[src/rtl/uart_pkg.sv]
// uart_pkg: shared UART rates, receiver state type and a constant clog2.
package uart_pkg;

   localparam int CLK_RATE  = 100_000_000;
   localparam int BAUD_RATE = 19_200;

   typedef enum logic [2:0] {IDLE, STRT, DATA, PARITY, STP} rx_st_type;

   function automatic int clog2(input int v);
      int r;
      r = 0;
      for (int i = 0; i < 31; i++)
         if ((1 << i) < v) r = i + 1;
      return r;
   endfunction

endpackage

[src/rtl/bit_sync.sv]
// bit_sync: two-flop synchronizer for an asynchronous level, resets to 1 (idle line).
module bit_sync (
   input  logic clk,
   input  logic rst,
   input  logic d,
   output logic q
);

   logic s1_q, s2_q;

   always_ff @(posedge clk or posedge rst)
      if (rst) {s2_q, s1_q} <= 2'b11;
      else     {s2_q, s1_q} <= {s1_q, d};

   assign q = s2_q;

endmodule

[src/rtl/rx_core.sv]
// rx_core: UART receiver, 1 start, 8 data LSB first, odd parity, 1 stop, mid-bit sampling.
// Define UART_RX_PARITY_CHECK_EN to strobe parity_err on odd-parity mismatch.
module rx_core
   import uart_pkg::*;
#(
   parameter int CLK_RATE  = uart_pkg::CLK_RATE,
   parameter int BAUD_RATE = uart_pkg::BAUD_RATE
) (
   input  logic       clk,
   input  logic       rst,
   input  logic       rx,
   output logic [7:0] rx_data,
   output logic       rx_valid,
   output logic       parity_err,
   output logic       frame_err,
   output logic       rx_busy
);

   localparam int BIT_CYCLES = CLK_RATE / BAUD_RATE;
   localparam int BIT_MAX    = BIT_CYCLES - 1;
   localparam int HALF_MAX   = BIT_CYCLES / 2 - 1;
   localparam int TW_RAW     = clog2(BIT_MAX + 1);
   localparam int TW         = TW_RAW < 1 ? 1 : TW_RAW;
   localparam logic [TW-1:0] BIT_MAX_T  = TW'(BIT_MAX);
   localparam logic [TW-1:0] HALF_MAX_T = TW'(HALF_MAX);

   rx_st_type     st_q, st_d;
   logic [TW-1:0] tmr_q, tmr_d;
   logic [2:0]    cnt_q, cnt_d;
   logic [7:0]    sr_q, sr_d;
   logic [7:0]    rx_data_q, rx_data_d;
   logic          rx_valid_q, rx_valid_d;
   logic          frame_err_q, frame_err_d;
   logic          rx_busy_q, rx_busy_d;
   logic          rx_prev_q;
   logic [1:0]    live_q;
   logic          armed_q, armed_d;
   logic          rx_s;
   logic          wrap;
`ifdef UART_RX_PARITY_CHECK_EN
   logic          par_q, par_d;
   logic          parity_err_q, parity_err_d;
`endif

   bit_sync u_sync (
      .clk (clk),
      .rst (rst),
      .d   (rx),
      .q   (rx_s)
   );

   assign wrap = tmr_q == BIT_MAX_T;

   // A start is only accepted after a genuine high has been seen since reset,
   // so a line that is already low when reset releases is ignored.
   assign armed_d = armed_q | (live_q[1] & rx_s);

   always_comb begin
      st_d        = st_q;
      tmr_d       = tmr_q + 1'b1;
      cnt_d       = cnt_q;
      sr_d        = sr_q;
      rx_data_d   = rx_data_q;
      rx_valid_d  = 1'b0;
      frame_err_d = 1'b0;
`ifdef UART_RX_PARITY_CHECK_EN
      par_d        = par_q;
      parity_err_d = 1'b0;
`endif
      case (st_q)
         IDLE: begin
            tmr_d = '0;
            cnt_d = '0;
            if (armed_q && rx_prev_q && !rx_s) st_d = STRT;
         end
         STRT: if (tmr_q == HALF_MAX_T) begin
            tmr_d = '0;
            st_d  = rx_s ? IDLE : DATA;
         end
         DATA: if (wrap) begin
            tmr_d = '0;
            sr_d  = {rx_s, sr_q[7:1]};
            cnt_d = cnt_q + 3'd1;
            st_d  = cnt_q == 3'd7 ? PARITY : DATA;
         end
         PARITY: if (wrap) begin
            tmr_d = '0;
`ifdef UART_RX_PARITY_CHECK_EN
            par_d = rx_s;
`endif
            st_d  = STP;
         end
         STP: if (wrap) begin
            tmr_d       = '0;
            st_d        = IDLE;
            rx_data_d   = rx_s ? sr_q : rx_data_q;
            rx_valid_d  = rx_s;
            frame_err_d = !rx_s;
`ifdef UART_RX_PARITY_CHECK_EN
            parity_err_d = rx_s & ~(^sr_q ^ par_q);
`endif
         end
         default: st_d = IDLE;
      endcase
      rx_busy_d = st_d != IDLE;
   end

   always_ff @(posedge clk or posedge rst)
      if (rst) begin
         st_q        <= IDLE;
         tmr_q       <= '0;
         cnt_q       <= '0;
         sr_q        <= '0;
         rx_data_q   <= '0;
         rx_valid_q  <= 1'b0;
         frame_err_q <= 1'b0;
         rx_busy_q   <= 1'b0;
         rx_prev_q   <= 1'b1;
         live_q      <= '0;
         armed_q     <= 1'b0;
      end else begin
         st_q        <= st_d;
         tmr_q       <= tmr_d;
         cnt_q       <= cnt_d;
         sr_q        <= sr_d;
         rx_data_q   <= rx_data_d;
         rx_valid_q  <= rx_valid_d;
         frame_err_q <= frame_err_d;
         rx_busy_q   <= rx_busy_d;
         rx_prev_q   <= rx_s;
         live_q      <= {live_q[0], 1'b1};
         armed_q     <= armed_d;
      end

`ifdef UART_RX_PARITY_CHECK_EN
   always_ff @(posedge clk or posedge rst)
      if (rst) begin
         par_q        <= 1'b0;
         parity_err_q <= 1'b0;
      end else begin
         par_q        <= par_d;
         parity_err_q <= parity_err_d;
      end

   assign parity_err = parity_err_q;
`else
   assign parity_err = 1'b0;
`endif

   assign rx_data   = rx_data_q;
   assign rx_valid  = rx_valid_q;
   assign frame_err = frame_err_q;
   assign rx_busy   = rx_busy_q;

endmodule

[config.mk]
export PLATFORM = sky130hd
export DESIGN_NAME = rx_core
export DESIGN_NICKNAME = d
export VERILOG_FILES = /design/src/rtl/uart_pkg.sv /design/src/rtl/bit_sync.sv /design/src/rtl/rx_core.sv
export SDC_FILE = /design/constraint.sdc
export NUM_CORES = 1
export LEC_CHECK = 0
export BUFFER_PORTS_ARGS = -buffer_cell sky130_fd_sc_hd__buf_2
export CORE_MARGIN = 1.5
export CORE_UTILIZATION = 44
export CTS_BUF_LIST = sky130_fd_sc_hd__clkbuf_4
export DETAILED_ROUTE_END_ITERATION = 8
export SETUP_SLACK_MARGIN = 0.2
export SYNTH_ARGS = -nofsm -noshare
export SYNTH_HDL_FRONTEND = slang
export SYNTH_SLANG_ARGS = --single-unit
[constraint.sdc]
create_clock -name clk -period 6.05 [get_ports clk]
set_clock_uncertainty 0.2 [all_clocks]
set_input_delay 0.9075 -clock clk [delete_from_list [all_inputs] [get_ports clk]]
set_output_delay 0.9075 -clock clk [all_outputs]
set_load 0.01 [all_outputs]
==> metrics.md <==
| Metric | Value |
|---|---|
| Via density per instance | `5.66` |
| Clk sinks | `between 40 and 50` |
| Status | `finished, final reports clean` |
| Post-route cell area | `between 2000 and 2500 um2` |
| Std cell rows | `24` |
| Area leader, netlist | `dfrtp_1` |
| P_leak | `about 1.1 nW` |
| Final Core Density | `49.7%` |
| YS warnings | `0` |
| Final period utilization | `42.0%` |
| Max VDD drop | `0.117 mV` |
| Highest routing layer actually used | `met4` |
| Max frequency | `approximately 390 MHz` |
| Largest fanout on the critical path | `11` |
| Rel. slew slack | `about half` |
| Nets | `about 190` |
| Clock Latency Late Sink | `0.34 ns` |
| Ports | `15` |
| Multi-input gate area | `~900 um2` |
| DRT met1 WL | `1.76 mm` |
| #FFs+latches synth | `44` |
| Clock Pin Slew Worst Setup and Hold Paths | `around 0.12 ns` |
| Hold Fails Final Rpt | `0` |
| Final Non-Filler Cells | `about 240` |
| Post-synthesis adder-cell area fraction | `1.80%` |
| Fraction of the mapped netlist area in simple logic gates | `between 10% and 20%` |
| Most frequent cells in the layout | `dfrtp_1 (41), mux2_4 (16), nor3_1 (14)` |
| Vias | `approximately 1300` |
| Yosys top cell area share | `49.1%` |
| Ranking of synthesized cells by area | `dfrtp_1 (49%), mux2_4 (12%), dfstp_2 (3.8%), xnor2_1 (3.8%), nor3_1 (3.4%)` |
| Max clock buf depth | `2` |
| CTS Buf Count | `5` |
| Core footprint | `4470 um2` |
| Root buffer cell | `clkbuf_4` |
| Startpoint types | `flip-flop` |
| Post-CTS sizing | `0` |
| R2r worst-path depth | `5` |
| Routed Antenna Nets | `0` |
| Routability congestion estimate | `between 0.7 and 0.8` |
| Synth Area in Compound Gates | `4.85%` |
| Avg Inst Size Synth | `12.2 um2` |
| DRC viols | `0` |
| Pwr dens | `between 200 and 300 nW/um2` |
| Congestion Overflow GR | `0` |
| Synth Area in XOR/XNOR | `under 10%` |
| Asr flop ratio synth | `100%` |
| Post-DP HPWL | `about 2.6 mm` |
| Top_reg_cell synth | `dfrtp_1` |
| Syn Inst Count | `roughly 170` |
| P&R area growth vs syn | `6.47%` |
| Final WL | `3.72 mm` |
| Largest net degree at the start of global routing | `45` |
| Post-CTS Repair Setup Buffers | `0` |
| Min Clock Period, post-route | `around 2.5 ns` |
| Htree depth | `2` |
| Endpoints failing setup | `0` |
| Initial DRC count | `63` |
| Worst EP required | `around 6 ns` |
| Drt first pass iters | `4` |
| Worst-margin pin slew | `between 0.7 and 0.8 ns` |
| Die area | `just over 5000 um2` |
| Max-cap violations | `0` |
| CTS tree | `built` |
| FF-to-FF Start | `tmr_q[0]` |
| Share of cells above drive strength 1 | `about a quarter` |
| CP Class | `flip-flop to flip-flop` |
| Placed cell areas | `2140 um2` |
| Number of port buffers | `13` |
| Commonest non-fill, non-tap cell in the layout | `dfrtp_1` |
| Reg area | `between 1000 and 1500 um2` |
| Post-synth EDFFs | `0` |
| CP endpoint | `tmr_q[12]` |
| Total GRT Usage | `about 16%` |
| Syn nets | `177` |
| Initial Utilization | `46.7%` |
| Largest family of logic cells by synthesized area | `simple AND/OR/NAND/NOR gates` |
| Metal2 WL | `about 1.8 mm` |
| Unrepaired setup endpoints after global routing | `no` |
| Critical path startpoint | `tmr_q[0]` |
| Die Height | `roughly 70 um` |
| Hold Slack | `approximately 0.17 ns` |
| Mux contribution to synthesized area | `12.5%` |
| CP Capture Type | `flip-flop` |
| Mapped cell area | `between 2000 and 2500 um2` |
| Chip Width | `between 70 and 80 um` |
| Worst Hold Launch | `u_sync.s1_q` |
| Number of global-route vias before repair | `~1400` |
| Drt wl/cell | `~16 um` |
| DR WL met3 | `116 um` |
| WP data arrival | `approximately 2.5 ns` |
| Sequential share of the synthesized area | `52.9%` |
| Max Transition Viols Final | `0` |
| R2r setup slk | `roughly 3.5 ns` |
| CTS Hold Buffers Added | `0` |
| Initial antenna violation count | `0` |
| Global-route wire length before repair | `6.50 mm` |
| ANT cells | `0` |
| Dpl cells | `between 200 and 250` |
| R2R Path End | `tmr_q[12]` |
| Worst Hold Class | `flip-flop to flip-flop` |
| Count of cell types in the netlist | `39` |
| FILL cells | `391` |
| Setup TNS | `0 ns` |
-- critical path: stages, from the launching register on --
cell     delay, ns
dfrtp_1       0.40
ha_1          0.24
or3b_2        0.45
nor4_1        0.50
a22o_1        0.47
nor3_1        0.13
-- layout make-up --
cell class / count / share of cell area (%)
Clock buffer: 6 / 2.03
Clock inverter: 2 / 1.58
Inverter: 7 / 1.18
Multi-Input combinational cell: 110 / 39.3
Sequential cell: 44 / 49.7
Tap cell: 52 / 2.93
Timing Repair Buffer: 14 / 3.26
-- sequential cells by signal, indices dropped and copies added, names as in the netlist --
signal / cells
rx_prev_q: 1
rx_data: 8
u_sync.s1_q: 1
frame_err: 1
st_q: 3
u_sync.q: 1
cnt_q: 3
armed_q: 1
rx_busy: 1
tmr_q: 13
rx_valid: 1
sr_q: 8
live_q: 2
-- per-layer routing --
metal,up-vias,track usage [%]
li1,623,-
met1,675,20.9
met4,0,6.29
met5,-,0
met3,7,4.58
met2,25,26.2
-- Yosys cell counts, types with 2 or more instances --
| library cell | number |
|---|---|
| a21o_1 | 2 |
| conb_1 | 2 |
| buf_4 | 4 |
| or3_1 | 4 |
| nor2_1 | 6 |
| nand4_1 | 6 |
| o21ai_0 | 5 |
| xnor2_1 | 9 |
| ha_1 | 3 |
| clkbuf_1 | 2 |
| nand3_1 | 8 |
| mux2_4 | 16 |
| inv_1 | 7 |
| mux2i_1 | 2 |
| buf_6 | 4 |
| nand2_1 | 10 |
| nor3_1 | 14 |
| dfstp_2 | 3 |
| dfrtp_1 | 41 |
| nor4_1 | 3 |
| nor3b_2 | 2 |
-- logic make-up after synthesis --
| group | after synthesis |
|---|---|
| and+or+nand+nor | 65 |
| adders and majority gates | 3 |
| DFF | 44 |
| other | 2 |
| xor gates and xnor gates | 10 |
| AOI/OAI and AO/OA | 12 |
| buffers and inverters | 17 |
| muxes | 18 |
-- per-stage QoR --
stage                     total power, mW  setup slack [ns]
after floorplan                     0.431              3.90
after global placement              0.442              3.64
after detailed placement            0.448              3.55
after CTS                           0.629              3.52
after global routing                0.662              3.34
final                               0.624              3.51
-- worst min-delay path by stage --
stage / to / cells past startpoint / slack [ns]
after floorplan: live_q[1] / 0 / 0.13
after global placement: live_q[1] / 0 / 0.14
after detailed placement: live_q[1] / 0 / 0.15
after CTS: u_sync.q / 0 / 0.17
after global routing: u_sync.q / 0 / 0.18
final: u_sync.q / 0 / 0.17
-- where the power goes --
group	total [mW]	internal [mW]	switching, mW
sequential	0.355	0.319	0.0356
combinational	0.0875	0.0402	0.0473
clock	0.182	0.0912	0.0904
total	0.624	0.450	0.173
Power figures use the tool's default switching activity.
